File: src/rtl/fsm_eg_stim_driver.sv
// Command-queue driver that steers the two-input a/b FSM (S0/S1/S2) to each queued target state.
// Define FSM_EG_DRV_CHECK_EN to compile in the y0/y1 shadow checker (err, err_count).
module fsm_eg_stim_driver #(
    parameter int DEPTH = 4,
    parameter int ERR_W = 8
) (
    input  logic             clk,
    input  logic             reset,
    input  logic             cmd_valid,
    output logic             cmd_ready,
    input  logic [1:0]       cmd_state,
    output logic             a,
    output logic             b,
    input  logic             y0,
    input  logic             y1,
    output logic             busy,
    output logic             cmd_done,
    output logic             bad_cmd,
    output logic             err,
    output logic [ERR_W-1:0] err_count
);
    localparam int PTR_W = $clog2(DEPTH);

    typedef enum logic [1:0] {
        S0 = 2'b00,
        S1 = 2'b01,
        S2 = 2'b10
    } state_t;

    state_t           shadow_q, shadow_d;
    logic [PTR_W-1:0] wr_ptr_q, wr_ptr_d;
    logic [PTR_W-1:0] rd_ptr_q, rd_ptr_d;
    logic [PTR_W:0]   count_q, count_d;
    logic             bad_cmd_q, bad_cmd_d;
    logic [1:0]       mem_q [DEPTH];

    logic             empty;
    logic             handshake;
    logic             push;
    logic             pop;
    logic [1:0]       head;

    assign empty     = (count_q == '0);
    assign cmd_ready = (count_q != (PTR_W+1)'(DEPTH));
    assign busy      = !empty;
    assign head      = mem_q[rd_ptr_q];
    assign handshake = cmd_valid & cmd_ready;
    // Illegal targets complete the handshake but are never stored.
    assign push      = handshake & (cmd_state != 2'b11);
    assign cmd_done  = pop;
    assign bad_cmd   = bad_cmd_q;

    // a/b depend only on registered shadow and FIFO head, so no y0/y1 loop can form.
    always_comb begin
        a   = 1'b0;
        b   = 1'b0;
        pop = 1'b0;
        if (!empty) begin
            if (shadow_q == state_t'(head)) begin
                pop = 1'b1;
            end else begin
                case (shadow_q)
                    S0: begin
                        a = 1'b1;
                        b = (head == 2'b10);
                    end
                    S1:      a = 1'b1;
                    default: a = 1'b0;
                endcase
            end
        end
    end

    always_comb begin
        shadow_d = shadow_q;
        case (shadow_q)
            S0:      shadow_d = a ? (b ? S2 : S1) : S0;
            S1:      shadow_d = a ? S0 : S1;
            default: shadow_d = S0;
        endcase
        wr_ptr_d  = wr_ptr_q + PTR_W'(push);
        rd_ptr_d  = rd_ptr_q + PTR_W'(pop);
        count_d   = count_q + (PTR_W+1)'(push) - (PTR_W+1)'(pop);
        bad_cmd_d = bad_cmd_q | (handshake & (cmd_state == 2'b11));
    end

    always_ff @(posedge clk or posedge reset) begin
        if (reset) begin
            shadow_q  <= S0;
            wr_ptr_q  <= '0;
            rd_ptr_q  <= '0;
            count_q   <= '0;
            bad_cmd_q <= 1'b0;
        end else begin
            shadow_q  <= shadow_d;
            wr_ptr_q  <= wr_ptr_d;
            rd_ptr_q  <= rd_ptr_d;
            count_q   <= count_d;
            bad_cmd_q <= bad_cmd_d;
        end
    end

    always_ff @(posedge clk) begin
        if (push) begin
            mem_q[wr_ptr_q] <= cmd_state;
        end
    end

`ifdef FSM_EG_DRV_CHECK_EN
    logic             err_q, err_d;
    logic [ERR_W-1:0] err_count_q, err_count_d;
    logic             exp_y0;
    logic             exp_y1;
    logic             mismatch;

    always_comb begin
        exp_y1      = (shadow_q == S0) | (shadow_q == S1);
        exp_y0      = (shadow_q == S0) & a & b;
        mismatch    = (y1 != exp_y1) | (y0 != exp_y0);
        err_d       = err_q | mismatch;
        err_count_d = err_count_q;
        if (mismatch && (err_count_q != '1)) begin
            err_count_d = err_count_q + ERR_W'(1);
        end
    end

    always_ff @(posedge clk or posedge reset) begin
        if (reset) begin
            err_q       <= 1'b0;
            err_count_q <= '0;
        end else begin
            err_q       <= err_d;
            err_count_q <= err_count_d;
        end
    end

    assign err       = err_q;
    assign err_count = err_count_q;
`else
    logic unused_y;
    assign unused_y  = y0 ^ y1;
    assign err       = 1'b0;
    assign err_count = '0;
`endif

endmodule

File: config.mk
export PLATFORM = sky130hd
export DESIGN_NAME = fsm_eg_stim_driver
export DESIGN_NICKNAME = d
export VERILOG_FILES = /design/src/rtl/fsm_eg_stim_driver.sv
export SDC_FILE = /design/constraint.sdc
export NUM_CORES = 1
export LEC_CHECK = 0
export BUFFER_PORTS_ARGS = -buffer_cell sky130_fd_sc_hd__buf_2
export CAP_MARGIN = 10
export CORE_UTILIZATION = 46
export CTS_BUF_LIST = sky130_fd_sc_hd__clkbuf_16
export CTS_CLUSTER_SIZE = 10
export DETAILED_ROUTE_END_ITERATION = 8
export PLACE_DENSITY_LB_ADDON = 0.1
export SYNTH_ARGS = -nofsm -noshare
export SYNTH_HDL_FRONTEND = slang
export SYNTH_SLANG_ARGS = --single-unit
export TNS_END_PERCENT = 30
File: constraint.sdc
create_clock -name clk -period 2.5 [get_ports clk]
set_input_delay 0.25 -clock clk [delete_from_list [all_inputs] [get_ports clk]]
set_output_delay 0.25 -clock clk [all_outputs]
set_load 0.02 [all_outputs]
Word level (Yosys, flattened, before mapping). Memories as Yosys holds them, arrays and structs flattened. Cells that the tools add are included.

Bits in registers: 10. Bits in writable memories: 8. Bits of input ports: 7. Output and inout bits: 15. Logic and storage cells: 38. Memories kept: 1.

Add/subtract/negate cells: 4. Eq/ne operators: 6. Mux-type cells: 14. Bitwise logic cells: 4. Reductions and logical operators: 4.

Memories: mem_q (depth 4, width 2, read ports 1, clocked after memory_dff 0, write ports 1, RTL line 35) `logic [1:0] mem_q [DEPTH];`.

Operator list (count): $mux 1 (11); $add 2x1->2 (2); $eq 2x2->1 const B (2); $mux 2 (2); $pmux 2 s2 (1); $add 3x1->3 (1); $and 1x1->1 (3); $logic_not 3->1 (1); $ne 3x3->1 const B (1); $sub 3x1->3 (1); $eq 2x1->1 const B (1); $eq 2x2->1 (1); $logic_not 2->1 (1); $ne 2x2->1 const B (1); $reduce_or 2->1 (1); $logic_not 1->1 (1); $or 1x1->1 (1).

Longest topological paths before layout. An unclocked memory read counts as a cell.

Depth after elaboration: 8. Gate-level depth with buffers: 9. Depth with buffers taken out: 9.

Worst setup path after synthesis. Ideal clock, no wire load.

Path type: register to register. Start: register rd_ptr_q[0]. End: register count_q[2]. Data arrival time: 2262 ps. Data required time: 2377 ps. Setup slack: 116 ps. Cell stages (with the launch flop): 10. Path buffers: 0. Cell sequence: dfrtp_1 -> mux4_2 -> xnor2_2 -> nand3_2 -> xnor2_1 -> ha_1 -> inv_1 -> fa_1 -> xnor2_1 -> xnor2_1.

Word-level cells in the longest chain between the ends: 5.

RTL lines: start: declaration (RTL line 32) `logic [PTR_W-1:0] rd_ptr_q, rd_ptr_d;`; start signal: assignment (RTL line 97) `rd_ptr_q <= rd_ptr_d;`; $mem_v2 4x2; $eq 2x2->1 (RTL line 59) `if (shadow_q == state_t'(head)) begin`; $mux 1 (RTL line 59); $mux 1 (RTL line 58) `if (!empty) begin`; $sub 3x1->3 (RTL line 83) `count_d = count_q + (PTR_W+1)'(push) - (PTR_W+1)'(pop);`; via count_d[2] (RTL line 33) `logic [PTR_W:0] count_q, count_d;`; end signal: assignment (RTL line 98) `count_q <= count_d;`; end: declaration (RTL line 33).

The timed path passes the listed nets, and every way through them passes these cells.

Worst setup path after layout. Same ends and word-level chain as after synthesis.

==> impl_metrics.csv <==
group,metric,value,unit
status,status,"complete, no violations",
logic_synthesis,synthDominantAreaCellType,"sky130_fd_sc_hd__dfrtp_1",
power,switchingPower,613.8,µW
routing,drt.antenna.violating_nets,0,
worst_hold_path,min_path_type,"input port to register",
layout,n_antenna_cell,0,
timing,fin_ws,116.0,ps
timing,share_of_the_clock_period_used_by_the_worst_path_after_layout,95.36,%
global_route,grt_pass1_vias,487,
logic_synthesis,count_of_flip_flops_with_a_built_in_enable_after_synthesis,8,
clock_network,clock_latency_of_the_later_clocked_register_in_the_worst_skew_pair,240,ps
power,sw_frac_of_total,36.09,%
power,powerDensity,1534,nW/µm²
clock_network,cts_tree,"built",
routing,drt_first_iter_violations,9,
logic_synthesis,register_bit_count_reported_by_yosys,18,
global_route,global_route.usage.total,15.48,%
timing,setup_viol,0,
logic_synthesis,dominantRegCellSynth,"sky130_fd_sc_hd__dfrtp_1",
power,p_seq_share,31.0,%
die,core-area,1783,µm²
setup_path,worst_setup_path_start_kind,"register",
timing,max_freq,0.4195,GHz
logic_synthesis,synthesis.area,908.4,µm²
die,die_w,46.44,µm
logic_synthesis,synth_common_cells,"10 x sky130_fd_sc_hd__dfrtp_1, 9 x sky130_fd_sc_hd__buf_4, 8 x sky130_fd_sc_hd__edfxtp_1",
placement,dp.final_hpwl,1.015,mm
routing,detail_route.drc_violations,0,
timing,period_minus_slack,2384,ps
placement,post_dp_cell_area,993.5,µm²
setup_path,path_class,"register to register",
global_route,grt_start_max_net_pins,11,
power,part_of_the_total_power_dissipated_in_the_clock_network,18.3,%
setup_path,critPathLaunch,"rd_ptr_q[0]",
clock_network,clockRootBuffer,"sky130_fd_sc_hd__clkbuf_16",
clock_network,cts_buffer_depth,2,
routing,routed_wirelength,1.352,mm
clock_network,numCtsBuffers,3,
timing,clock-skew-final,1.756,ps
timing,grt_setup_unrepaired,"false",
logic_synthesis,yosysUniqueCellTypes,27,
logic_synthesis,post_synth_inst_count,72,
setup_path,max_fo_critical_path,3,
clock_network,worst_setup_hold_path_clk_slew,50,ps
logic_synthesis,synth_top_area_share,27.55,%
routing,drtPass1Iterations,2,
power,static-leakage-power,0.0005004,µW
placement,post-place-cells,111,
setup_path,timing.critical_path.required,2630,ps
setup_path,worst_r2r_path_depth,9,
timing,final.setup.tns,0,ps
clock_network,clock_sinks,18,
setup_path,r2r-end,"count_q[2]",
setup_path,worst-endpoint-arrival,2510,ps
global_route,overflow,0,
setup_path,regToRegSetupSlack,120,ps
logic_synthesis,syn-mean-instance-area,12.62,µm²
global_route,grt_first_pass_wirelength,2.173,mm
timing,final_hold_viol_count,0,
worst_hold_path,hp-start,"cmd_state[0]",
layout,synthToLayoutAreaGrowth,22.04,%
die,row_count,15,
die,initial_core_util,50.95,%
power,pwr-share-comb,50.7,%
layout,finalInstanceArea,1109,µm²
logic_synthesis,ys.warnings.count,0,
die,floorplan.io_pins,22,
power,intPower,1087,µW
placement,dpl_worst_slack,26.77,ps
clock_network,htree_num_levels,1,
logic_synthesis,post-synth-top-count-cell,"sky130_fd_sc_hd__dfrtp_1",
setup_path,worstSetupEndpoint,"count_q[2]",
setup_path,reg2reg_from,"rd_ptr_q[0]",
routing,detail_route.vias_per_cell,4.590,
layout,count_of_filler_cells_inserted_in_the_layout,146,
placement,gpl.final_weighted_congestion,0.6872,
layout,instances_no_fill,117,
die,die_h,46.44,µm
layout,nNetsFinal,103,
die,dieArea,2156,µm²
logic_synthesis,netlist_top_cells_area,"sky130_fd_sc_hd__dfrtp_1 28%, sky130_fd_sc_hd__edfxtp_1 26%, sky130_fd_sc_hd__buf_4 7.4%, sky130_fd_sc_hd__mux4_2 5.0%, sky130_fd_sc_hd__xnor2_1 4.8%",
global_route,grt_antenna_before_repair,0,
timing,slew_limit_fails,0,
job,max_cap_viol_count,0,
power,vdd_drop_max,698.2,µV
routing,wl_per_cell,11.56,µm
logic_synthesis,synth.yosys.seq_area_share,53.99,%
setup_path,worstSetupEndpointType,"register",
layout,layout-drive-gt1-share,32.61,%
logic_synthesis,async_reset_ff_share,55.56,%
placement,port_buffers,10,
layout,postLayoutCoreUtil,62.18,%
routing,via_count,537,
## sequential cells by signal, indices dropped and copies added (netlist names)
register and count:
count_q 3, rd_ptr_q 2, bad_cmd 1, wr_ptr_q 2, shadow_q 2, mem_q 8
## power groups by stage
stage	registers (µW)	clock network (µW)	logic, µW
after CTS	527	319	868
after global placement	524	0	771
after global routing	543	330	948
after detailed placement	528	0	789
after floorplan	509	0	567
final	527	311	863
## per-layer routing
layer | up-vias | GRT usage, % | routed length, µm
li1 | 266 | - | -
met1 | 254 | 20.10 | 584
met2 | 15 | 23.61 | 712
met3 | 2 | 3.922 | 44
met4 | 0 | 8.235 | 10
met5 | - | 0 | 0
## worst max-delay path: stages, from the launching register on
cell,delay (ps)
sky130_fd_sc_hd__dfrtp_2,390
sky130_fd_sc_hd__mux4_2,550
sky130_fd_sc_hd__xnor2_2,200
sky130_fd_sc_hd__nand3_2,130
sky130_fd_sc_hd__xnor2_2,150
sky130_fd_sc_hd__ha_1,170
sky130_fd_sc_hd__inv_1,60
sky130_fd_sc_hd__fa_2,350
sky130_fd_sc_hd__xnor2_2,150
sky130_fd_sc_hd__xnor2_1,130
## logic make-up (layout without fill, tap and decap cells)
| family | Yosys count | in the layout | share of synthesized area [%] |
|---|---|---|---|
| AO/OA/AOI/OAI | 2 | 2 | 1.652 |
| XOR/XNOR | 9 | 9 | 10.33 |
| multiplexers | 3 | 3 | 6.060 |
| adder cells (fa/ha/maj) | 3 | 3 | 4.958 |
| buffers and inverters | 15 | 27 | 9.916 |
| flip-flops | 18 | 18 | 53.99 |
| other | 1 | 9 | 0.4128 |
| AND/OR/NAND/NOR | 21 | 21 | 12.67 |
## worst min-delay path by stage
| stage | cells after the start | to |
|---|---|---|
| finish | 1 | mem_q[2][0] |
| CTS | 1 | mem_q[2][0] |
| detailed placement | 2 | shadow_q[1] |
| global route | 1 | mem_q[2][0] |
| floorplan | 1 | bad_cmd |
| global placement | 2 | count_q[1] |
## cell type report
| type | count | area, µm² | share of cell area, % |
|---|---|---|---|
| Multi-Input combinational cell | 47 | 375.4 | 33.86 |
| Clock inverter | 1 | 3.754 | 0.3386 |
| Timing Repair Buffer | 18 | 112.6 | 10.16 |
| Inverter | 5 | 18.77 | 1.693 |
| Clock buffer | 3 | 75.07 | 6.772 |
| Sequential cell | 18 | 491.7 | 44.36 |
| Tap cell | 25 | 31.28 | 2.822 |
## timing repair
| item | CTS | global route |
|---|---|---|
| gates cloned | 0 | 0 |
| resized for setup | 3 | 1 |
| setup buffers | 1 | 0 |
| endpoints found under the hold margin | 10 | 0 |
| setup endpoints to repair | 1 | 1 |
| pin swaps | 3 | 0 |
| hold buffers | 1 | 0 |
## per-stage QoR
stage | hold WS, ps | total power [µW]
finish | 256.7 | 1701
global route | 273.5 | 1821
CTS | 255.5 | 1714
detailed placement | 261.7 | 1317
global placement | 253.6 | 1295
floorplan | 90.18 | 1076
## cells in the final DEF, fill, tap and decap left out, types with 2 or more instances in the layout
master	Yosys	routed
sky130_fd_sc_hd__buf_2	0	10
sky130_fd_sc_hd__conb_1	1	9
sky130_fd_sc_hd__dfrtp_1	10	9
sky130_fd_sc_hd__edfxtp_1	8	8
sky130_fd_sc_hd__buf_4	9	7
sky130_fd_sc_hd__nand2_1	5	5
sky130_fd_sc_hd__nor2_1	4	4
sky130_fd_sc_hd__xnor2_2	2	4
sky130_fd_sc_hd__inv_1	4	4
sky130_fd_sc_hd__nor3_1	3	3
sky130_fd_sc_hd__xnor2_1	5	3
sky130_fd_sc_hd__clkbuf_16	0	3
sky130_fd_sc_hd__mux4_2	2	2
sky130_fd_sc_hd__xor2_1	2	2
sky130_fd_sc_hd__and3_1	2	2
sky130_fd_sc_hd__ha_1	2	2
Power figures use the tool's default switching activity.
